<file path="src/rtl/onchip_mem_pattern_master.sv">
// Avalon-MM pattern master for the on-chip RAM s1 port: fills a word window
// with seed+i, or reads it back and counts mismatches against that pattern.
module onchip_mem_pattern_master #(
  parameter int ADDR_W       = 11,
  parameter int DATA_W       = 16,
  parameter int READ_LATENCY = 1
) (
  input  logic                clk_clk,
  input  logic                reset_reset_n,
  input  logic                start,
  input  logic                mode,
  input  logic [ADDR_W-1:0]   base_addr,
  input  logic [ADDR_W:0]     length,
  input  logic [DATA_W-1:0]   seed,
  input  logic                abort,
  output logic                busy,
  output logic                done,
  output logic                aborted,
  output logic [ADDR_W:0]     error_count,
  output logic                first_err_valid,
  output logic [ADDR_W-1:0]   first_err_addr,
  output logic [ADDR_W-1:0]   m_address,
  output logic                m_clken,
  output logic                m_chipselect,
  output logic                m_write,
  output logic [DATA_W-1:0]   m_writedata,
  output logic [DATA_W/8-1:0] m_byteenable,
  input  logic [DATA_W-1:0]   m_readdata
);
  localparam int              RL    = READ_LATENCY;
  localparam logic [ADDR_W:0] ONE   = (ADDR_W+1)'(1);
  localparam logic [ADDR_W:0] DEPTH = ONE << ADDR_W;

  typedef enum logic [1:0] {IDLE, ISSUE, DRAIN, FINISH} state_e;

  state_e            state_q;
  logic              mode_q;      // 1 = VERIFY
  logic [ADDR_W:0]   remain_q;    // accesses still to issue after the current one
  logic              busy_q, done_q, aborted_q, fev_q;
  logic [ADDR_W:0]   err_cnt_q;
  logic [ADDR_W-1:0] fea_q, addr_q;
  logic              clken_q, cs_q, wr_q;
  logic [DATA_W-1:0] wdata_q;

  // Read-tracking pipeline: stage RL-1 lines up with m_readdata.
  logic [RL-1:0]     pv_q;
  logic [DATA_W-1:0] pexp_q  [RL];
  logic [ADDR_W-1:0] paddr_q [RL];

  logic [ADDR_W:0] len_clamped;
  logic            issue_rd, abort_now, mismatch, tail_busy;

  // NOTE: every signal written here gets a default first so no latch is inferred.
  always_comb begin
    len_clamped = (length > DEPTH) ? DEPTH : length;
    issue_rd    = (state_q == ISSUE) && mode_q;
    abort_now   = abort && ((state_q == ISSUE) || (state_q == DRAIN));
    mismatch    = pv_q[RL-1] && !abort_now && (m_readdata != pexp_q[RL-1]);
    tail_busy   = 1'b0;
    for (int s = 0; s < RL-1; s++) tail_busy = tail_busy | pv_q[s];
  end

  always_ff @(posedge clk_clk or negedge reset_reset_n) begin
    if (!reset_reset_n) begin
      pv_q <= '0;
    end else begin
      pv_q[0] <= issue_rd && !abort_now;
      for (int s = 1; s < RL; s++) pv_q[s] <= pv_q[s-1] && !abort_now;
    end
  end

  // NOTE: the expected-data/address stages are not reset; only their valid bits gate any use.
  always_ff @(posedge clk_clk) begin
    pexp_q[0]  <= wdata_q;
    paddr_q[0] <= addr_q;
    for (int s = 1; s < RL; s++) begin
      pexp_q[s]  <= pexp_q[s-1];
      paddr_q[s] <= paddr_q[s-1];
    end
  end

  always_ff @(posedge clk_clk or negedge reset_reset_n) begin
    if (!reset_reset_n) begin
      state_q   <= IDLE;
      mode_q    <= 1'b0;
      remain_q  <= '0;
      busy_q    <= 1'b0;
      done_q    <= 1'b0;
      aborted_q <= 1'b0;
      err_cnt_q <= '0;
      fev_q     <= 1'b0;
      fea_q     <= '0;
      addr_q    <= '0;
      clken_q   <= 1'b0;
      cs_q      <= 1'b0;
      wr_q      <= 1'b0;
      wdata_q   <= '0;
    end else begin
      done_q <= 1'b0;
      if (mismatch) begin
        if (err_cnt_q != '1) err_cnt_q <= err_cnt_q + ONE;
        if (!fev_q) begin
          fev_q <= 1'b1;
          fea_q <= paddr_q[RL-1];
        end
      end
      unique case (state_q)
        IDLE: begin
          if (start) begin
            mode_q    <= mode;
            aborted_q <= 1'b0;
            err_cnt_q <= '0;
            fev_q     <= 1'b0;
            clken_q   <= 1'b1;
            if (len_clamped == '0) begin
              state_q <= FINISH;
              done_q  <= 1'b1;
            end else begin
              state_q  <= ISSUE;
              busy_q   <= 1'b1;
              cs_q     <= 1'b1;
              wr_q     <= !mode;
              addr_q   <= base_addr;
              wdata_q  <= seed;
              remain_q <= len_clamped - ONE;
            end
          end
        end
        ISSUE: begin
          if (abort || (remain_q == '0)) begin
            cs_q <= 1'b0;
            wr_q <= 1'b0;
            if (abort || !mode_q) begin
              state_q   <= FINISH;
              busy_q    <= 1'b0;
              done_q    <= 1'b1;
              aborted_q <= abort;
            end else begin
              state_q <= DRAIN;
            end
          end else begin
            addr_q   <= addr_q + ADDR_W'(1);
            wdata_q  <= wdata_q + DATA_W'(1);
            remain_q <= remain_q - ONE;
          end
        end
        DRAIN: begin
          // The last outstanding read is compared on the edge that leaves DRAIN.
          if (abort || !tail_busy) begin
            state_q   <= FINISH;
            busy_q    <= 1'b0;
            done_q    <= 1'b1;
            aborted_q <= abort;
          end
        end
        FINISH: begin
          state_q <= IDLE;
          clken_q <= 1'b0;
        end
        default: state_q <= IDLE;
      endcase
    end
  end

  assign busy            = busy_q;
  assign done            = done_q;
  assign aborted         = aborted_q;
  assign error_count     = err_cnt_q;
  assign first_err_valid = fev_q;
  assign first_err_addr  = fea_q;
  assign m_address       = addr_q;
  assign m_clken         = clken_q;
  assign m_chipselect    = cs_q;
  assign m_write         = wr_q;
  assign m_writedata     = wdata_q;
  assign m_byteenable    = '1;

endmodule

</file>
<file path="config.mk">
export PLATFORM = sky130hd
export DESIGN_NAME = onchip_mem_pattern_master
export DESIGN_NICKNAME = d
export VERILOG_FILES = /design/src/rtl/onchip_mem_pattern_master.sv
export SDC_FILE = /design/constraint.sdc
export NUM_CORES = 1
export LEC_CHECK = 0
export ABC_AREA = 1
export CORE_AREA = 3 3 77 151
export CTS_BUF_LIST = sky130_fd_sc_hd__clkbuf_16
export DETAILED_ROUTE_END_ITERATION = 8
export DIE_AREA = 0 0 80 154
export PLACE_DENSITY = 0.78
export SLEW_MARGIN = 20
export SYNTH_ARGS = -nofsm -noshare
export SYNTH_HDL_FRONTEND = slang
export SYNTH_SLANG_ARGS = --single-unit
</file>
<file path="constraint.sdc">
create_clock -name clk_clk -period 2.9 [get_ports clk_clk]
set_input_delay 0.435 -clock clk_clk [delete_from_list [all_inputs] [get_ports clk_clk]]
set_output_delay 0.435 -clock clk_clk [all_outputs]
set_load 0.02 [all_outputs]
</file>
==> results.txt, run 1 <==
Max Buffers Root-to-Sink: 2
RSZ-0062 raised after global routing: false
Required time of the critical path: 3130 ps
Grt total ovfl: 0
CTS clk-pin slew, worst paths: 70 ps
Post-DR vias/cell: 5.27
I/O Pins: 119
Hold_ws: 213 ps
Final net count: 852
Post-Layout Cell Count: 926
CP endpoint kind: flop
Share of cells above drive strength 1: 0.0532
Worst setup SP type: flop
Fillers: 948
Die width: 80 um
Die ar.: 12300 um2
Average size of a mapped cell: 7.75 um2
ANT cells: 0
Routed len/inst: 14.8 um
Area delta synth->final: 28.9%
Worst EP arrival: 2690 ps
DRT antenna net count: 0
Row count: 53
Final HPWL DP: 10.4 mm
Hold Crit Class: in2async
Final Skew: 8.30 ps
Yosys reg bits: 100
Post-Syn Area: 5220 um2
Yosys warning count: 0
Final hold violation count: 0
Worst vdd ir: 844 uV
GRT Overall Usage: 0.230
Asr flop ratio synth: 0.730
Number of max-cap violations: 0
Setup Viol. Count Final: 0
Count of cell types in the netlist: 45
Port bufs: 116
Setup TNS: 0 ps
Root Buffer: clkbuf_16
Status: finished clean
# resized after CTS: 0
Final WL: 13.8 mm
Worst slew margin: 0.383
Synth Flop Type: dfrtp_1
Core Footprint: 10600 um2
TritonCTS clock tree: done
CTS sink cnt: 100
CTS Hold Bufs: 0
F_max: 407 MHz
Worst-Skew Late Latency: 350 ps
Seq/Total Area, Yosys: 0.454
Total leakage power: 0.00315 uW
H-tree Lvls: 3
Drt initial violations: 253
Final worst path period share: 0.847
Worst Max-Slew Pin Slew: 926 ps
TritonRoute pass-1 iters: 5
Register area: 2370 um2
Worst R2R Start: state_q[1]$_DFFE_PN0P_
Post-Syn Instances: 673
Vias: 4879
Crit-path max FO: 57
Area of the multi-input gates: 2440 um2
Slew Viols, Final: 0
CP Class: reg2reg
Minimum clock period: 2460 ps
Number of flops mapped to enable cells by yosys: 0
Vias in the first global route: 4897
Routability Congestion: 0.877
Chip height: 154 um
Crit path from: state_q[1]$_DFFE_PN0P_
Power per cell area: 1180 nW/um2
DRC violations left: 0
Global-route wire length before repair: 22.4 mm
Initial Util: 0.492
Post-placement cell count: 910
Post-CTS Setup Repair Bufs: 0
CTS Buf Count: 9
Initial antenna violation count: 0
Largest net degree at the start of global routing: 74
## worst max-delay path, stage by stage (launching register included)
cell	delay (ps)
dfrtp_1	420
inv_1	120
ha_2	200
buf_4	490
nor2_1	130
a21boi_0	260
nand2_1	150
nor2_1	270
nand4_1	120
nand3_1	100
nand2_1	60
## metal layers
metal,global-route usage,vias to the layer above,part of all wire,wire length [um]
li1,-,2408,-,-
met1,0.243,2290,0.36,4900
met2,0.420,135,0.56,7760
met3,0.0334,46,0.037,507
met4,0.127,0,0.042,580
met5,0,-,0,0
## metrics by stage
step	total power (uW)	utilization	worst slack [ps]	cell area, um2
5_1_grt	8550	0.634	112	6720
4_1_cts	7970	0.634	469	6720
6_report	7940	0.634	444	6720
2_1_floorplan	5440	-	911	5220
3_3_place_gp	6600	0.606	377	6430
3_5_place_dp	6780	0.606	310	6430
## Yosys cell counts (4+ instances only)
cell type / instances / area share
a21oi_1: 27 / 0.026
a31oi_1: 16 / 0.019
buf_2: 4 / 0.0038
buf_4: 4 / 0.0058
buf_6: 7 / 0.015
clkbuf_1: 5 / 0.0036
dfrtp_1: 73 / 0.35
dfxtp_1: 27 / 0.10
ha_1: 8 / 0.019
inv_1: 67 / 0.048
nand2_1: 168 / 0.12
nand3_1: 49 / 0.047
nand4_1: 5 / 0.0060
nor2_1: 74 / 0.053
nor2_2: 5 / 0.0060
nor3_1: 10 / 0.0096
o211ai_1: 6 / 0.0086
o21ai_0: 37 / 0.036
o21ai_1: 13 / 0.012
xnor2_1: 13 / 0.022
xor2_1: 17 / 0.029
## flip-flops by register name (all words and copies together), names as in the netlist
| register | count |
|---|---|
| mode_q | 1 |
| m_chipselect | 1 |
| busy | 1 |
| m_write | 1 |
| pv_q | 1 |
| pexp_q | 16 |
| remain_q | 12 |
| done | 1 |
| m_address | 11 |
| aborted | 1 |
| first_err_addr | 11 |
| m_clken | 1 |
| state_q | 2 |
| paddr_q | 11 |
| m_writedata | 16 |
| first_err_valid | 1 |
| error_count | 12 |
## layout by cell type, fill, tap and decap left out, drive strengths merged
cell	synthesis	final
clkbuf	6	9
conb	1	2
or2	5	5
clkdlybuf4s50	0	115
dfrtp	73	73
nand3b	2	2
o221ai	1	1
xnor2	13	13
nand4	6	6
inv	69	73
o211ai	7	7
o21bai	2	2
o22ai	3	3
ha	8	8
nand2	173	173
a21o	1	1
o21ai	50	50
o2111ai	1	1
nor2	79	79
nor3	11	11
nor3b	1	1
dfxtp	27	27
xor2	17	17
clkinv	0	3
a31oi	16	16
buf	16	6
nand3	49	49
a21oi	28	28
a221oi	1	1
nor4	3	3
a21boi	4	4
## layout make-up
class / count / area share
Tap cell: 137 / 0.0255
Inverter: 69 / 0.0385
Timing Repair Buffer: 121 / 0.178
Clock buffer: 9 / 0.0335
Clock inverter: 7 / 0.00986
Multi-Input combinational cell: 483 / 0.363
Sequential cell: 100 / 0.352
## report_power, final
| group | switching (uW) | internal (uW) | total, uW |
|---|---|---|---|
| sequential | 636 | 2080 | 2710 |
| combinational | 2420 | 1640 | 4060 |
| clock | 563 | 605 | 1170 |
## worst paths after layout
check | slack [ps] | endpoint | cells past startpoint
min in group clk_clk | 420 | first_err_addr[7]$_DFFE_PN0P_ | 2
worst min-delay path | 210 | remain_q[3]$_DFFE_PN0P_ | 1
worst max-delay path | 440 | remain_q[10]$_DFFE_PN0P_ | 10
worst min register to register | 420 | first_err_addr[7]$_DFFE_PN0P_ | 2
worst max register to register | 440 | remain_q[10]$_DFFE_PN0P_ | 10
max in group asynchronous | 2070 | remain_q[9]$_DFFE_PN0P_ | 1
## logic make-up (layout without fill, tap and decap cells)
family | after synthesis | in the layout | share of synthesized area
flops | 100 | 100 | 0.454
xor+xnor | 30 | 30 | 0.0504
compound gates | 114 | 114 | 0.125
fa+ha+maj | 8 | 8 | 0.0192
simple gates | 329 | 329 | 0.272
other cells | 1 | 2 | 0.000719
buf+inv | 91 | 206 | 0.0797
Power figures use the tool's default switching activity.
==> inputs of run 2 (changes only) <==
==> constraint.sdc (replaced) <==
create_clock -name clk_clk -period 2.5 [get_ports clk_clk]
set_input_delay 0.375 -clock clk_clk [delete_from_list [all_inputs] [get_ports clk_clk]]
set_output_delay 0.375 -clock clk_clk [all_outputs]
set_load 0.02 [all_outputs]
==> run 2 against run 1 <==
Effect of this change:
- final cell count up 0.65%
- via count is 1.1% higher
- sequential cell count did not move
- wire length grew 2.0%
- global-route usage rose by 0.32 points
- first-iteration DRC count up 77%
- clock skew down 2.9 ps
- highest routed layer unchanged
- setup slack worse by 270 ps
- clock-buffer cell count stayed put
- critical path type unchanged
- fmax rose by 5.4%
==> results.txt, run 2 (synthesis gave the netlist of run 1 again) <==
Area delta synth->final: 29.8%
Grt total ovfl: 0 (unchanged)
WP buf/inv: 2 (unchanged)
Final Total Pwr: 9270 uW (+17%)
Worst setup SP type: flop
Commonest non-fill, non-tap cell in the layout: nand2_1
Slew Viols, Final: 0 (unchanged)
Util after Layout: 0.638 (+0.00436)
Post-CTS Setup Repair Bufs: 0 (unchanged)
Row count: 53 (unchanged)
CTS clk-pin slew, worst paths: 70 ps (about the same)
CTS Hold Bufs: 0 (unchanged)
CP most frequent cell: nand2_1
Worst r2r path cells: 10 (unchanged)
Largest net degree at the start of global routing: 74 (unchanged)
Worst reg2reg path endpoint: remain_q[11]$_DFFE_PN0P_
Post-placement cell count: 916 (+0.66%)
Reg2reg setup slack: 170 ps (-270 ps)
Cell family with most CP delay: simple AND/OR/NAND/NOR gates
Crit-path max FO: 32 (-44%)
Post-DR vias/cell: 5.29 (+0.42%)
CTS sink cnt: 100 (unchanged)
Max Buffers Root-to-Sink: 2 (unchanged)
H-tree Lvls: 3 (unchanged)
Required time of the critical path: 2730 ps (-400 ps)
Worst slew margin: 0.374 (-0.00861)
Critical path depth: 10 (unchanged)
Global-route wire length before repair: 22.7 mm (+1.2%)
Setup TNS: 0 ps (unchanged)
Most frequent cells in the layout: nand2_1 (168), clkdlybuf4s50_1 (115), nor2_1 (74), dfrtp_1 (73), inv_1 (67)
Die ar.: 12300 um2 (unchanged)
ANT cells: 0 (unchanged)
# resized after CTS: 0 (unchanged)
Vias: 4931 (+1.1%)
TritonRoute pass-1 iters: 5 (unchanged)
Worst Max-Slew Pin Slew: 939 ps (+12.9 ps)
CP cell instances: inv_1 -> ha_2 -> buf_4 -> nor2_1 -> a21boi_1 -> nand2_1 -> nor2_2 -> nand4_1 -> nand3_1 -> nand2_1
Initial antenna violation count: 0 (unchanged)
Chip height: 154 um (unchanged)
Number of max-cap violations: 0 (unchanged)
TritonCTS clock tree: done
GRT Overall Usage: 0.233 (+0.00316)
Final worst path period share: 0.932 (+0.0852)
Fillers: 935 (-1.4%)
CTS Buf Count: 9 (unchanged)
Worst-Skew Late Latency: 340 ps (about the same)
Root Buffer: clkbuf_16
CP endpoint kind: flop
DRT antenna net count: 0 (unchanged)
Final Skew: 5.36 ps (-2.93 ps)
Slowest stage delay, CP: 420 ps (-70 ps)
Total leakage power: 0.00317 uW (+0.72%)
Final WL: 14.0 mm (+2.0%)
Port bufs: 116 (unchanged)
Minimum clock period: 2330 ps (-126 ps)
Die width: 80 um (unchanged)
Core Footprint: 10600 um2 (unchanged)
Share of cells above drive strength 1: 0.0616 (+0.00840)
Worst R2R Start: state_q[1]$_DFFE_PN0P_
Hold Crit Class: in2async
Final net count: 858 (+0.70%)
RSZ-0062 raised after global routing: false
Power per cell area: 1370 nW/um2 (+16%)
Drt initial violations: 447 (+77%)
Post-Layout Cell Count: 932 (+0.65%)
Setup Viol. Count Final: 0 (unchanged)
Status: finished clean
Routability Congestion: 0.873 (-0.48%)
Final hold violation count: 0 (unchanged)
Vias in the first global route: 4843 (-1.1%)
Initial Util: 0.492 (unchanged)
CP Class: reg2reg
I/O Pins: 119 (unchanged)
Worst vdd ir: 1140 uV (+35%)
F_max: 429 MHz (+5.4%)
Routed len/inst: 15.1 um (+1.4%)
Final HPWL DP: 10.5 mm (+1.4%)
Slowest CP cell: dfrtp_1
DRC violations left: 0 (unchanged)
Worst EP arrival: 2560 ps (-130 ps)
[run 2: cell types whose count changed in the layout (fill, tap and decap cells not counted)]
cell / before / now
inv_8: 2 / 1
nor2_4: 0 / 1
clkinv_4: 3 / 2
buf_4: 6 / 12
clkinvlp_4: 0 / 1
nor2_2: 5 / 4
a21boi_2: 0 / 1
a21boi_1: 2 / 1
clkinv_2: 0 / 1
[run 2: power by group]
| group | leakage [uW] | total, uW | internal, uW | switching (uW) |
|---|---|---|---|---|
| clock | 0.000138 | 1320 | 691 | 633 |
| sequential | 0.00112 | 3140 | 2410 | 727 |
| combinational | 0.00192 | 4800 | 1950 | 2860 |
| total | 0.00317 | 9270 | 5050 | 4220 |
[run 2: routing by layer]
layer,global-route usage,wire length [um]
met1,0.255,5040
met2,0.436,8150
met3,0.0340,472
met4,0.0902,374
met5,0,0
[run 2: worst max-delay path by stage]
stage / start / endpoint / slack, ps
2_1_floorplan: state_q[1]$_DFFE_PN0P_ / remain_q[10]$_DFFE_PN0P_ / 510
3_5_place_dp: length[11] / remain_q[10]$_DFFE_PN0P_ / -50
5_1_grt: state_q[1]$_DFFE_PN0P_ / remain_q[10]$_DFFE_PN0P_ / 20
6_report: state_q[1]$_DFFE_PN0P_ / remain_q[11]$_DFFE_PN0P_ / 170
3_3_place_gp: length[11] / remain_q[10]$_DFFE_PN0P_ / 6
4_1_cts: state_q[1]$_DFFE_PN0P_ / remain_q[10]$_DFFE_PN0P_ / 200
[run 2: worst register-to-register path, stage by stage (launching register included)]
cell and delay (ps):
dfrtp_1 420, inv_1 120, ha_2 200, buf_4 330, nor2_1 130, a21boi_1 240
nand2_1 120, nor2_2 290, nand4_1 170, nand3_1 130, nand2_1 70
[run 2: per-stage QoR]
stage | cell area, um2 | setup slack, ps | hold WS, ps
global placement | 6480 | 5.62 | 408
CTS | 6760 | 196 | 200
floorplan | 5220 | 511 | 79.4
global route | 6770 | 16.2 | 215
detailed placement | 6480 | -47.7 | 411
finish | 6770 | 170 | 131
[run 2: layout make-up]
type                       count  area, um2  area share
clock buffer                   9        225      0.0333
timing repair buffer         127       1240       0.183
sequential                   100       2370       0.350
clock inverter                 7       58.8     0.00869
multi-input combinational    483       2450       0.361
tap                          137        171      0.0253
inverter                      69        259      0.0383
==> inputs of run 3 (changes only) <==
--- a/config.mk
+++ b/config.mk
@@ -6,11 +6,13 @@
 export NUM_CORES = 1
 export LEC_CHECK = 0
 export ABC_AREA = 1
-export CORE_AREA = 3 3 77 151
+export CELL_PAD_IN_SITES_DETAIL_PLACEMENT = 2
+export CELL_PAD_IN_SITES_GLOBAL_PLACEMENT = 2
+export CORE_AREA = 3 3 99 196
 export CTS_BUF_LIST = sky130_fd_sc_hd__clkbuf_16
 export DETAILED_ROUTE_END_ITERATION = 8
-export DIE_AREA = 0 0 80 154
-export PLACE_DENSITY = 0.78
+export DIE_AREA = 0 0 102 199
+export PLACE_DENSITY_LB_ADDON = 0.1
 export SLEW_MARGIN = 20
 export SYNTH_ARGS = -nofsm -noshare
 export SYNTH_HDL_FRONTEND = slang
==> run 3 against run 2 <==
Effect of this change:
- clock skew is 5.5 ps higher
- sequential share of layout area is 1.4 points lower
- first-iteration DRC count is 70% lower
- clock power is 5% higher
- register-to-register slack better by 100 ps
- via count is 3.6% higher
- critical endpoint is now remain_q[6]$_DFFE_PN0P_
- largest cell class unchanged
- largest power group unchanged
==> results.txt, run 3 (synthesis gave the netlist of run 1 again) <==
Status: finished clean
Row count: 70 (+32%)
Worst setup SP type: flop
CP endpoint kind: flop
Largest net degree at the start of global routing: 58 (-22%)
Worst vdd ir: 535 uV (-53%)
Post-DR vias/cell: 4.98 (-5.8%)
Commonest non-fill, non-tap cell in the layout: nand2_1
Initial antenna violation count: 0 (unchanged)
Setup TNS: 0 ps (unchanged)
Hold_ws: 65.2 ps (-66.1 ps)
CTS Buf Count: 9 (unchanged)
Final worst path period share: 0.892 (-0.0404)
Pre-CTS setup slack: -44.9 ps (+2.80 ps)
Worst r2r path cells: 12 (+2)
Die ar.: 20300 um2 (+65%)
Power per cell area: 1400 nW/um2 (+2.1%)
CTS sink cnt: 100 (unchanged)
Final WS setup: 271 ps (+101 ps)
Final HPWL DP: 14.7 mm (+40%)
Vias: 5108 (+3.6%)
I/O Pins: 119 (unchanged)
Grt total ovfl: 0 (unchanged)
Root Buffer: clkbuf_16
CTS clk-pin slew, worst paths: 80 ps (about the same)
Worst R2R Start: state_q[1]$_DFFE_PN0P_
Initial Util: 0.286 (-0.205)
Minimum clock period: 2230 ps (-101 ps)
Chip height: 199 um (+29%)
ANT cells: 0 (unchanged)
GRT Overall Usage: 0.192 (-0.0407)
Crit-path max FO: 7 (-78%)
Area delta synth->final: 35.2%
TritonRoute pass-1 iters: 4 (-1)
CTS Hold Bufs: 0 (unchanged)
Met2 wire len: 11.3 mm (+39%)
Routability Congestion: 0.858 (-1.7%)
Slew Viols, Final: 0 (unchanged)
Final WL: 18.8 mm (+34%)
Post-placement cell count: 1009 (+10%)
DRC violations left: 0 (unchanged)
Reg2reg setup slack: 270 ps (+100 ps)
Most frequent cells in the layout: nand2_1 (168), clkdlybuf4s50_1 (115), nor2_1 (73), dfrtp_1 (72), inv_1 (67)
Vias in the first global route: 5710 (+18%)
Max Buffers Root-to-Sink: 2 (unchanged)
Drt initial violations: 135 (-70%)
Hold Crit Class: in2async
TritonCTS clock tree: done
Worst Max-Slew Pin Slew: 702 ps (-237 ps)
Worst reg2reg path endpoint: remain_q[6]$_DFFE_PN0P_
F_max: 449 MHz (+4.5%)
Worst-Skew Late Latency: 350 ps (about the same)
CP Class: reg2reg
Share of cells above drive strength 1: 0.0816 (+0.0199)
Global-route wire length before repair: 30.2 mm (+33%)
Die width: 102 um (+28%)
M1 WL: 6.70 mm (+33%)
H-tree Lvls: 3 (unchanged)
RSZ-0062 raised after global routing: false
Required time of the critical path: 2770 ps (+40 ps)
Highest routed metal layer: met4
Port bufs: 116 (unchanged)
Routed len/inst: 18.3 um (+22%)
Final hold violation count: 0 (unchanged)
Post-Layout Cell Count: 1025 (+10%)
Fillers: 2137 (+130%)
Number of max-cap violations: 0 (unchanged)
Total leakage power: 0.00326 uW (+2.8%)
Routed met3 length: 392 um (-17%)
Worst EP arrival: 2500 ps (-60 ps)
Final Skew: 10.8 ps (+5.47 ps)
Core Footprint: 18200 um2 (+72%)
Final Total Pwr: 9850 uW (+6.3%)
Setup Viol. Count Final: 0 (unchanged)
DRT antenna net count: 0 (unchanged)
Worst slew margin: 0.532 (+0.158)
Final net count: 872 (+1.6%)
==> run 3: cell count changes in the layout (fill, tap and decap cells not counted) <==
cell / change
clkinv_2: -1
dfrtp_2: +1
dfrtp_1: -1
buf_4: +9
inv_6: +3
buf_12: +5
nand3_1: -1
nor2_2: +1
nor2_1: -1
clkinv_4: -2
nand3_2: +1
==> run 3: cell type report <==
class | instances | area, um2 | share of cell area
multi-input combinational | 483 | 2450 | 0.348
timing repair buffer | 141 | 1410 | 0.200
sequential | 100 | 2370 | 0.336
tap | 216 | 270 | 0.0383
inverter | 69 | 259 | 0.0367
clock buffer | 9 | 225 | 0.0319
clock inverter | 7 | 62.6 | 0.00887
==> run 3: worst max-delay path: stages (launching register included) <==
cell	delay [ps]
dfrtp_2	440
inv_1	110
ha_2	220
inv_2	80
nand3_1	80
o21ai_0	80
inv_1	100
ha_1	180
a21boi_2	200
nand3_2	120
nor2_4	210
nand3_1	130
a31oi_1	180
==> run 3: timing repair <==
| action | 4_1_cts | 5_1_grt |
|---|---|---|
| setup buffers | 0 | 0 |
| setup endpoints to repair | 0 | 4 |
| resized for setup | 0 | 5 |
==> run 3: through the flow <==
step | cell area [um2] | utilization
floorplan | 5220 | -
global placement | 6740 | 0.370
detailed placement | 6740 | 0.370
CTS | 7030 | 0.386
global route | 7050 | 0.387
finish | 7050 | 0.387
==> run 3: worst max-delay path by stage <==
stage	slack [ps]	endpoint	from	cells past startpoint
floorplan	510	remain_q[10]$_DFFE_PN0P_	state_q[1]$_DFFE_PN0P_	13
global placement	60	remain_q[6]$_DFFE_PN0P_	length[11]	11
detailed placement	-40	remain_q[6]$_DFFE_PN0P_	length[11]	11
CTS	80	remain_q[6]$_DFFE_PN0P_	state_q[1]$_DFFE_PN0P_	12
global route	30	remain_q[10]$_DFFE_PN0P_	state_q[1]$_DFFE_PN0P_	13
finish	270	remain_q[6]$_DFFE_PN0P_	state_q[1]$_DFFE_PN0P_	12
==> run 3: power by group <==
group          switching (uW)  total (uW)  internal, uW
Sequential                723        3130          2410
Combinational            3130        5330          2200
Clock                     691        1390           702
Total                    4540        9850          5310
==> run 3: layer usage <==
layer  GRT usage  up-vias
li1            -     2446
met1       0.194     2568
met2       0.390       71
met3      0.0214       23
met4      0.0637        0
met5           0        -
